[config.mk]
export PLATFORM = sky130hd
export DESIGN_NAME = ltssm_timer_arbiter_flat
export DESIGN_NICKNAME = d
export VERILOG_FILES = /design/src/rtl/ltssm_timer_arbiter_if.sv /design/src/rtl/ltssm_timer_arbiter.sv /design/src/flat_wrapper.sv
export SDC_FILE = /design/constraint.sdc
export NUM_CORES = 1
export LEC_CHECK = 0
export CAP_MARGIN = 20
export CORE_MARGIN = 2
export CORE_UTILIZATION = 40
export DETAILED_ROUTE_END_ITERATION = 6
export PLACE_DENSITY = 0.57
export SLEW_MARGIN = 10
export SYNTH_ARGS = -nofsm -noshare
export SYNTH_HDL_FRONTEND = slang
export SYNTH_SLANG_ARGS = --single-unit
[constraint.sdc]
create_clock -name clk -period 5.6 [get_ports clk]
set_input_delay 1.12 -clock clk [delete_from_list [all_inputs] [get_ports clk]]
set_output_delay 1.12 -clock clk [all_outputs]
set_load 0.005 [all_outputs]
[src/rtl/ltssm_timer_arbiter_if.sv]
// Bundle between the RX/TX LTSSM controllers and the shared millisecond timer.
// The master side drives the requests; the slave side is the arbiter.
interface ltssm_timer_arbiter_if;
   logic [1:0] startTimer;
   logic [1:0] enableTimer;
   logic [2:0] timeToWait0;
   logic [2:0] timeToWait1;
   logic [1:0] grant;
   logic [1:0] timeOut;
   logic       busy;
   logic [1:0] pending;

   modport master (
      output startTimer, enableTimer, timeToWait0, timeToWait1,
      input  grant, timeOut, busy, pending
   );

   modport slave (
      input  startTimer, enableTimer, timeToWait0, timeToWait1,
      output grant, timeOut, busy, pending
   );
endinterface

[src/rtl/ltssm_timer_arbiter.sv]
// Shared ms timeout counter for the RX (0) and TX (1) LTSSMs with round-robin start arbitration.
// Define LTSSM_TIMER_FAST_SIM_EN to scale 1 ms down to SIM_CYCLES_PER_MS cycles.
module ltssm_timer_arbiter #(
   parameter int unsigned CYCLES_PER_MS     = 1000,
   parameter int unsigned SIM_CYCLES_PER_MS = 4,
   parameter int unsigned CNT_W             = 20
) (
   input  logic                 clk,
   input  logic                 reset,
   ltssm_timer_arbiter_if.slave bus
);

`ifdef LTSSM_TIMER_FAST_SIM_EN
   localparam bit FAST_SIM = 1'b1;
`else
   localparam bit FAST_SIM = 1'b0;
`endif
   localparam int unsigned MS_MULT = FAST_SIM ? SIM_CYCLES_PER_MS : CYCLES_PER_MS;

   typedef enum logic [1:0] {
      IDLE    = 2'd0,
      RUN     = 2'd1,
      EXPIRED = 2'd2
   } state_t;

   state_t           state_q, state_nxt;
   logic [CNT_W-1:0] count_q, count_nxt;
   logic [CNT_W-1:0] target_q, target_nxt;
   logic [1:0]       grant_q, grant_nxt;
   logic [1:0]       timeout_q, timeout_nxt;
   logic [1:0]       pending_q, pending_nxt;
   logic             busy_q, busy_nxt;
   logic             last_q, last_nxt;

   logic [1:0]       cand;
   logic             pick;
   logic             owner;
   logic             other;

   // Code to cycle count; reserved code 7 behaves like code 0.
   function automatic logic [CNT_W-1:0] decode_target(input logic [2:0] code);
      logic [CNT_W-1:0] ms;
      case (code)
         3'd1:    ms = CNT_W'(12);
         3'd2:    ms = CNT_W'(24);
         3'd3:    ms = CNT_W'(48);
         3'd4:    ms = CNT_W'(2);
         3'd5:    ms = CNT_W'(8);
         3'd6:    ms = CNT_W'(1);
         default: ms = CNT_W'(0);
      endcase
      return ms * CNT_W'(MS_MULT);
   endfunction

   assign owner = grant_q[1];
   assign other = ~grant_q[1];

   always_ff @(posedge clk) begin
      if (reset) begin
         state_q   <= IDLE;
         count_q   <= '0;
         target_q  <= '0;
         grant_q   <= '0;
         timeout_q <= '0;
         pending_q <= '0;
         busy_q    <= 1'b0;
         last_q    <= 1'b1;
      end else begin
         state_q   <= state_nxt;
         count_q   <= count_nxt;
         target_q  <= target_nxt;
         grant_q   <= grant_nxt;
         timeout_q <= timeout_nxt;
         pending_q <= pending_nxt;
         busy_q    <= busy_nxt;
         last_q    <= last_nxt;
      end
   end

   always_comb begin
      state_nxt   = state_q;
      count_nxt   = count_q;
      target_nxt  = target_q;
      grant_nxt   = grant_q;
      timeout_nxt = timeout_q;
      pending_nxt = pending_q;
      last_nxt    = last_q;

      // On a tie the requester not served last wins.
      cand = bus.startTimer | pending_q;
      if (cand == 2'b11) pick = ~last_q;
      else               pick = cand[1];

      case (state_q)
         IDLE: begin
            if (cand != 2'b00) begin
               grant_nxt   = pick ? 2'b10 : 2'b01;
               pending_nxt = (pending_q | bus.startTimer) & ~(pick ? 2'b10 : 2'b01);
               last_nxt    = pick;
               count_nxt   = '0;
               target_nxt  = decode_target(pick ? bus.timeToWait1 : bus.timeToWait0);
               timeout_nxt = '0;
               state_nxt   = RUN;
            end
         end
         RUN, EXPIRED: begin
            if (bus.startTimer[other]) pending_nxt[other] = 1'b1;
            // Release beats restart, restart beats expiry.
            if (!bus.enableTimer[owner]) begin
               grant_nxt   = '0;
               timeout_nxt = '0;
               state_nxt   = IDLE;
            end else if (bus.startTimer[owner]) begin
               count_nxt   = '0;
               target_nxt  = decode_target(owner ? bus.timeToWait1 : bus.timeToWait0);
               timeout_nxt = '0;
               state_nxt   = RUN;
            end else if (state_q == RUN) begin
               if ((target_q == '0) || (count_q == target_q - CNT_W'(1))) begin
                  timeout_nxt = grant_q;
                  state_nxt   = EXPIRED;
               end else begin
                  count_nxt = count_q + CNT_W'(1);
               end
            end
         end
         default: begin
            grant_nxt   = '0;
            timeout_nxt = '0;
            state_nxt   = IDLE;
         end
      endcase

      busy_nxt = (state_nxt != IDLE);
   end

   assign bus.grant   = grant_q;
   assign bus.timeOut = timeout_q;
   assign bus.busy    = busy_q;
   assign bus.pending = pending_q;

endmodule

[src/flat_wrapper.sv]
// flat-port wrapper written by rule: the top's interface ports become plain ports
module ltssm_timer_arbiter_flat 
#(
   parameter int unsigned CYCLES_PER_MS     = 1000,
   parameter int unsigned SIM_CYCLES_PER_MS = 4,
   parameter int unsigned CNT_W             = 20
)
  (clk, reset, bus_startTimer, bus_enableTimer, bus_timeToWait0, bus_timeToWait1, bus_grant, bus_timeOut, bus_busy, bus_pending);
  ltssm_timer_arbiter_if bus_i ();
  input  logic clk;
  input  logic reset;
  input wire logic [$bits(bus_i.startTimer)-1:0] bus_startTimer;
  input wire logic [$bits(bus_i.enableTimer)-1:0] bus_enableTimer;
  input wire logic [$bits(bus_i.timeToWait0)-1:0] bus_timeToWait0;
  input wire logic [$bits(bus_i.timeToWait1)-1:0] bus_timeToWait1;
  output wire logic [$bits(bus_i.grant)-1:0] bus_grant;
  output wire logic [$bits(bus_i.timeOut)-1:0] bus_timeOut;
  output wire logic [$bits(bus_i.busy)-1:0] bus_busy;
  output wire logic [$bits(bus_i.pending)-1:0] bus_pending;
  assign bus_i.startTimer = bus_startTimer;
  assign bus_i.enableTimer = bus_enableTimer;
  assign bus_i.timeToWait0 = bus_timeToWait0;
  assign bus_i.timeToWait1 = bus_timeToWait1;
  assign bus_grant = bus_i.grant;
  assign bus_timeOut = bus_i.timeOut;
  assign bus_busy = bus_i.busy;
  assign bus_pending = bus_i.pending;
  ltssm_timer_arbiter #(.CYCLES_PER_MS(CYCLES_PER_MS), .SIM_CYCLES_PER_MS(SIM_CYCLES_PER_MS), .CNT_W(CNT_W)) u_core (.clk(clk), .reset(reset), .bus(bus_i));
endmodule
==> results of run 1 <==
critical path, delay by kind of cell:
| kind | cells | cell delay (ns) |
|---|---|---|
| adders and majority gates | 5 | 1.94 |
| muxes | 1 | 0.27 |
| and+or+nand+nor | 3 | 0.84 |
| AOI/OAI and AO/OA | 4 | 0.60 |
| buffers and inverters | 5 | 0.84 |
through the flow:
stage	instances	utilization (%)	instance area [um^2]
2_1_floorplan	653	-	5190
3_3_place_gp	890	48.0	6030
3_5_place_dp	890	48.0	6030
4_1_cts	903	50.4	6340
5_1_grt	911	51.6	6480
6_report	911	51.6	6480
final timing paths:
kind / start / endpoint / slack [ns]
hold / removal: u_core.target_q[17]$_SDFFE_PP0P_ / u_core.target_q[17]$_SDFFE_PP0P_ / 0.49
setup / recovery: bus_timeToWait1[0] / u_core.target_q[13]$_SDFFE_PP0P_ / 0.15
hold reg to reg: u_core.target_q[17]$_SDFFE_PP0P_ / u_core.target_q[17]$_SDFFE_PP0P_ / 0.49
setup reg to reg: u_core.bus.grant[1]$_SDFFE_PP0P_ / u_core.target_q[16]$_SDFFE_PP0P_ / 0.75
flip-flops by register name (all words and copies together) (netlist names):
name / count
u_core.bus.busy: 1
u_core.bus.grant: 2
u_core.bus.pending: 2
u_core.bus.timeOut: 2
u_core.count_q: 20
u_core.last_q: 1
u_core.state_q: 2
u_core.target_q: 15
synthesized netlist by cell type (9+ instances only):
cell      instances  share of area (%)
a21o_1            9                1.3
nor2b_1          15                1.8
nor2_1           55                4.0
nand3_1          20                1.9
fa_1             14                5.4
ha_1             65                 16
mux2i_1          16                3.1
o211ai_1          9                1.3
o21ai_0          22                2.1
or4_1             9                1.3
a21oi_1          38                3.7
a31oi_1          10                1.2
dfxtp_1          45                 18
nand2b_1         11                1.3
or3_1            11                1.3
xnor2_1          16                2.7
nor3_1           21                2.0
inv_1            31                2.3
nand2_1          57                4.2
a211oi_1         13                1.9
xor2_1           14                2.4
clkbuf_1         22                1.6
power by group through the flow:
stage | Combinational, W | Sequential, W | Clock (W)
4_1_cts | 0.00113 | 0.000415 | 0.000353
6_report | 0.00116 | 0.000416 | 0.000352
3_5_place_dp | 0.00107 | 0.000422 | 0
5_1_grt | 0.00129 | 0.000426 | 0.000366
2_1_floorplan | 0.000766 | 0.000390 | 0
3_3_place_gp | 0.00105 | 0.000419 | 0
kinds of logic (layout without fill, tap and decap cells):
kind of cell,count (synthesis),count (layout),share of synthesized area [%]
AO/OA/AOI/OAI,156,156,20.5
multiplexers,17,17,3.33
XOR/XNOR,30,30,5.11
AND/OR/NAND/NOR,261,261,27.0
flip-flops,45,45,17.5
buffers and inverters,63,149,5.20
other,1,2,0.0729
adder cells (fa/ha/maj),79,79,21.3
placed cells by master (no fill, tap or decap), drive strengths merged, types with 10 or more instances in the layout:
cell           instances
o21ai                 26
xnor2                 16
fa                    14
nand2                 57
a21oi                 39
nor2                  55
nor2b                 15
dfxtp                 45
mux2i                 16
nor3                  21
clkdlybuf4s50         11
xor2                  14
a31oi                 10
nand2b                11
inv                   31
nor4                  10
nand3                 21
or3                   11
a211oi                13
or4                   10
buf                   92
ha                    65
layer usage:
metal / track usage [%] / vias to the layer above / wire (um)
li1: - / 2574 / -
met2: 40.1 / 94 / 7720
met3: 1.99 / 34 / 342
met4: 6.55 / 0 / 401
met1: 26.8 / 2508 / 6570
met5: 0 / - / 0
timing repair:
action	in CTS	in global routing
setup buffers	5	9
endpoints found under the setup margin	6	5
endpoints found under the hold margin	0	0
gates resized for setup	19	19
pin swaps	14	15
layout make-up:
cell class                 instances  share of cell area, %
clock buffer                       6                   2.14
clock inverter                     2                  0.579
inverter                          31                   1.80
multi-input combinational        545                   64.4
sequential                        45                   13.9
tap                              172                   3.32
timing repair buffer             110                   13.8
==> reports/metrics.cfg, run 1 <==
[synthesis]
synthDistinctLibCells=70
ys.flop_type=dfxtp_1
synth_sequential_area_ratio_pct=17.5
number_of_flops_mapped_to_enable_cells_by_yosys=0
mappedNetlistArea_um2=5140
syn-mean-instance-area_um2=7.89
synth.ff_latch_count=45
postSynth.asyncResetShare_pct=0
synth_cells=652
synth_warnings=0

[placed_design]
gp_routability_congestion=0.878
dp.final_hpwl_um=11800
preCtsSetupSlack_ns=-0.615
portBuffers=18

[pwr]
static-leakage-power_nw=2.92
share_comb_of_total_power_pct=60.2
report.power.total_w=0.00193
vdd.ir_drop.worst_mv=0.139
internal_power_w=0.00111
switching_share_pct=42.3
power_switching_w=0.000816
clkPwrFrac_pct=18.3
share_seq_of_total_power_pct=21.6
power_per_cell_area_nw_per_um2=297

[min_path]
hold_path_class=reg2reg
timing.hold.worst_path_depth=2

[die]
die_h_um=117
die-area_um2=13800
total_i_o_pin_count=19
die_width_um=117
core-area_um2=12600
initial_core_util_pct=40.9
fp-row-count=41

[routing]
drt_iter0_drc=361
totalWireLength_um=15000
drt_first_pass_iters=5
routed-via-count=5210
final_antenna_net_count=0
detail_route.drc_violations=0
routedWlPerCell_um=16.5
drt-vias-per-instance=5.72

[cts]
clock_tree.htree_level_count=2
worstSkewPairLatency_ns=0.29
cts_hold_buffers=0
cts-buffers-inserted=5
cts_sinks=45
cts-root-buf=clkbuf_16
cts_buffer_depth=2
tritoncts_clock_tree=built
clkSlewWorstSetupHoldPaths_ns=0.06

[cells_and_area]
layout.nets=829
final-seq-area_um2=901
n_fill_cell=1239
fraction_of_final_layout_cells_sized_beyond_drive_strength_1_pct=19.4
multi_input_comb_area_um2=4180
antennaDiodeCount=0
area_delta_synth_final_pct=25.9

[critical_path]
worst-setup-path-type=in2reg
crit_top_cell=fa_1
timing.critical_path.cells=clkdlybuf4s50_1, buf_6, nand2b_4, o21ai_1, buf_4, mux2_4, fa_1, fa_1, inv_1, fa_1, inv_1, ha_4, ha_4, or3_1, or3_1, a21oi_1, o21ai_0, a32o_1
critical_path_arrival_ns=5.63
crit_path_top_delay_cell=fa_1
type_of_origin_of_the_critical_path=input pin
critical-path-max-stage-delay_ns=0.56
reg2reg_depth=18
end_kind=flip-flop
crit_path_max_fanout=8
critical_path_data_required_time_ns=5.79

[timing]
setup_tns_final_ns=0
finalSetupViolCount=0
final.hold.worst_slack_ns=0.492
worst-slew-pin-transition_ns=0.802
max_freq_mhz=184
hold_viol_final=0
period_needed_ns=5.45
postLayoutSetupSlackWorst_ns=0.153
worst_slew_margin_rel_pct=46.1
timing_max_transition_violations_final=0
post_route_clock_period_utilization_pct=97.3
fin_worst_skew_ns=0.00634

[grt]
grt_remaining_overflow=0
first_global_vias=5209
grt_pass1_wl_um=25200
pin_count_of_the_biggest_net_entering_global_routing=31
overall_global_routing_resource_usage_pct=21.8
initial_antenna_violation_count=0

[run_status]
status=finished, final reports clean

[flow_run]
maxcap_viol_count=0

Note: power is estimated with default switching activity, not from simulation.
==> run 2: changes to the inputs <==
==> constraint.sdc (replaced) <==
create_clock -name clk -period 5.6 [get_ports clk]
set_input_delay 1.12 -clock clk [delete_from_list [all_inputs] [get_ports clk]]
set_output_delay 1.12 -clock clk [all_outputs]
set_load 0.05 [all_outputs]
==> reports/metrics.cfg, run 2 (synthesis results as in run 1) <==
[routing]
drt_iter0_drc=353  ; -2.2%
routed-via-count=5176  ; -0.65%
totalWireLength_um=15100  ; +0.31%
drt-vias-per-instance=5.70  ; -0.32%
final_antenna_net_count=0  ; unchanged
drt_first_pass_iters=4  ; -1
routedWlPerCell_um=16.6  ; +0.64%
detail_route.drc_violations=0  ; unchanged

[cts]
tritoncts_clock_tree=built
cts-buffers-inserted=5  ; unchanged
clkSlewWorstSetupHoldPaths_ns=0.07  ; about the same
cts_hold_buffers=0  ; unchanged
cts_buffer_depth=2  ; unchanged
cts-root-buf=clkbuf_16
worstSkewPairLatency_ns=0.29  ; about the same
clock_tree.htree_level_count=2  ; unchanged
cts_sinks=45  ; unchanged

[timing]
timing_max_transition_violations_final=0  ; unchanged
grt_setup_unrepaired=false
fin_worst_skew_ns=0.00636  ; +0.0000199 ns
worst-slew-pin-transition_ns=0.792  ; -0.0105 ns
max_freq_mhz=190  ; +3.4%
post_route_clock_period_utilization_pct=94.1  ; -3.2 points
postLayoutSetupSlackWorst_ns=0.330  ; +0.177 ns
worst_slew_margin_rel_pct=46.6  ; +0.44 points
hold_viol_final=0  ; unchanged
period_needed_ns=5.27  ; -0.177 ns
finalSetupViolCount=0  ; unchanged

[run_status]
status=finished, final reports clean

[cells_and_area]
finalNonFillerCells=908  ; -0.33%
layout.nets=826  ; -0.36%
largestRegisters=u_core.count_q (20), u_core.target_q (15)
final_cell_mix=85 x buf_4, 58 x ha_1, 54 x nand2_1, 53 x nor2_1, 45 x dfxtp_1
largest-register=u_core.count_q
multi_input_comb_area_um2=4230  ; +1.2%
largest_register_ff_count=20  ; unchanged
n_fill_cell=1218  ; -1.7%
fraction_of_final_layout_cells_sized_beyond_drive_strength_1_pct=20.1  ; +0.76 points
layout.cells.most_common=buf_4
final-seq-area_um2=901  ; unchanged
area_delta_synth_final_pct=26.0  ; about the same
antennaDiodeCount=0  ; unchanged

[min_path]
hold_path_class=reg2reg
hold_path.startpoint=u_core.target_q[17]$_SDFFE_PP0P_

[critical_path]
worst_path_dominant_cell_family=adder cells
crit-reg2reg-launch=u_core.bus.grant[1]$_SDFFE_PP0P_
timing.critical_path.buf_inv=3  ; -2
critical-path-max-stage-delay_ns=0.54  ; -0.02 ns
critical_path_data_required_time_ns=5.80  ; about the same
crit_path_top_delay_cell=fa_1
worst-setup-path-type=in2reg
crit_top_cell=fa_1
timing.critical_path.cells=clkdlybuf4s15_1, nor3b_4, or2_2, nand2_2, buf_4, fa_1, inv_1, fa_1, fa_1, ha_4, ha_4, nand2_1, o211ai_1, nor2b_2, o31a_1, nor3_2, xnor2_2, nand3_2, a221oi_2
critical_path_arrival_ns=5.47  ; -0.16 ns
crit_path_max_fanout=6  ; -2
setup.worst_path.start=bus_timeToWait0[1]
end_kind=flip-flop
type_of_origin_of_the_critical_path=input pin

[pwr]
static-leakage-power_nw=2.89  ; -0.96%
power_switching_w=0.000846  ; +3.7%
clkPwrFrac_pct=15.5  ; -2.8 points
report.power.total_w=0.00192  ; -0.65%
switching_share_pct=44.2  ; +1.8 points
share_comb_of_total_power_pct=62.8  ; +2.6 points
internal_power_w=0.00107  ; -3.8%
power_per_cell_area_nw_per_um2=295  ; -0.71%
vdd.ir_drop.worst_mv=0.136  ; -2.2%
share_seq_of_total_power_pct=21.7  ; about the same

[grt]
overall_global_routing_resource_usage_pct=21.6  ; -0.20 points
initial_antenna_violation_count=0  ; unchanged
grt_pass1_wl_um=25000  ; -0.74%
first_global_vias=5196  ; -0.25%
pin_count_of_the_biggest_net_entering_global_routing=37  ; +19%
grt_remaining_overflow=0  ; unchanged

[die]
total_i_o_pin_count=19  ; unchanged
fp-row-count=41  ; unchanged
die-area_um2=13800  ; unchanged
die_h_um=117  ; unchanged
die_width_um=117  ; unchanged
core-area_um2=12600  ; unchanged
initial_core_util_pct=40.9  ; unchanged

[placed_design]
preCtsSetupSlack_ns=-0.652  ; -0.0368 ns
gp_routability_congestion=0.881  ; +0.31%
portBuffers=18  ; unchanged
dp.final_hpwl_um=11900  ; +0.67%
placed_cells=889  ; -0.11%

[flow_run]
maxcap_viol_count=0  ; unchanged

[run 2: per-stage QoR]
stage               utilization, %  TNS (ns)  hold slack [ns]  cell area, um^2
floorplan                        -  -0.00381            0.443             5190
global placement              47.9     -2.31            0.474             6020
detailed placement            47.9     -3.26            0.472             6020
CTS                           50.1  -0.00659            0.481             6290
global route                  51.6         0            0.517             6480
finish                        51.6         0            0.482             6480
[run 2: final timing paths]
kind	to	slack, ns	cells past startpoint
max	u_core.target_q[16]$_SDFFE_PP0P_	0.33	19
min	u_core.target_q[17]$_SDFFE_PP0P_	0.48	2
max reg2reg	u_core.target_q[16]$_SDFFE_PP0P_	0.78	19
min reg2reg	u_core.target_q[17]$_SDFFE_PP0P_	0.48	2
[run 2: power groups by stage]
| stage | Clock (W) | Sequential, W | Combinational [W] |
|---|---|---|---|
| CTS | 0.000299 | 0.000413 | 0.00116 |
| global placement | 0 | 0.000418 | 0.00107 |
| global route | 0.000312 | 0.000423 | 0.00134 |
| detailed placement | 0 | 0.000420 | 0.00109 |
| finish | 0.000298 | 0.000416 | 0.00120 |
| floorplan | 0 | 0.000409 | 0.000766 |
[run 2: cell type report]
type                       instances  area share (%)
inverter                          31            1.79
timing repair buffer             107            13.6
multi-input combinational        545            65.2
clock inverter                     2           0.232
sequential                        45            13.9
clock buffer                       6            1.99
tap                              172            3.32
[run 2: per-layer routing]
metal	track usage (%)	vias up	share of wire, %
met2	39.4	100	51
met3	2.24	29	2.8
met1	26.2	2481	43
li1	-	2566	-
met5	0	-	0
met4	7.83	0	2.9
[run 2: repair_timing]
| action | CTS | global route |
|---|---|---|
| resized for setup | 16 | 35 |
| pin swaps | 7 | 28 |
| buffers inserted | 4 | 7 |
| cloned | 0 | 0 |
| endpoints found under the hold margin | 0 | 0 |
| endpoints found under the setup margin | 6 | 5 |
[run 2: worst reg2reg max path: stages, from the launching register on]
cell and delay, ns:
dfxtp_1 0.59, buf_4 0.32, inv_1 0.17, nand2_1 0.11, nand2_2 0.10, fa_1 0.49
fa_1 0.51, inv_1 0.05, fa_1 0.50, inv_1 0.06, ha_4 0.24, ha_4 0.15
nor2_1 0.13, o211ai_1 0.12, nor2b_2 0.18, o31a_1 0.29, nor3_2 0.23, xnor2_2 0.16
nand3_2 0.12, a221oi_2 0.22
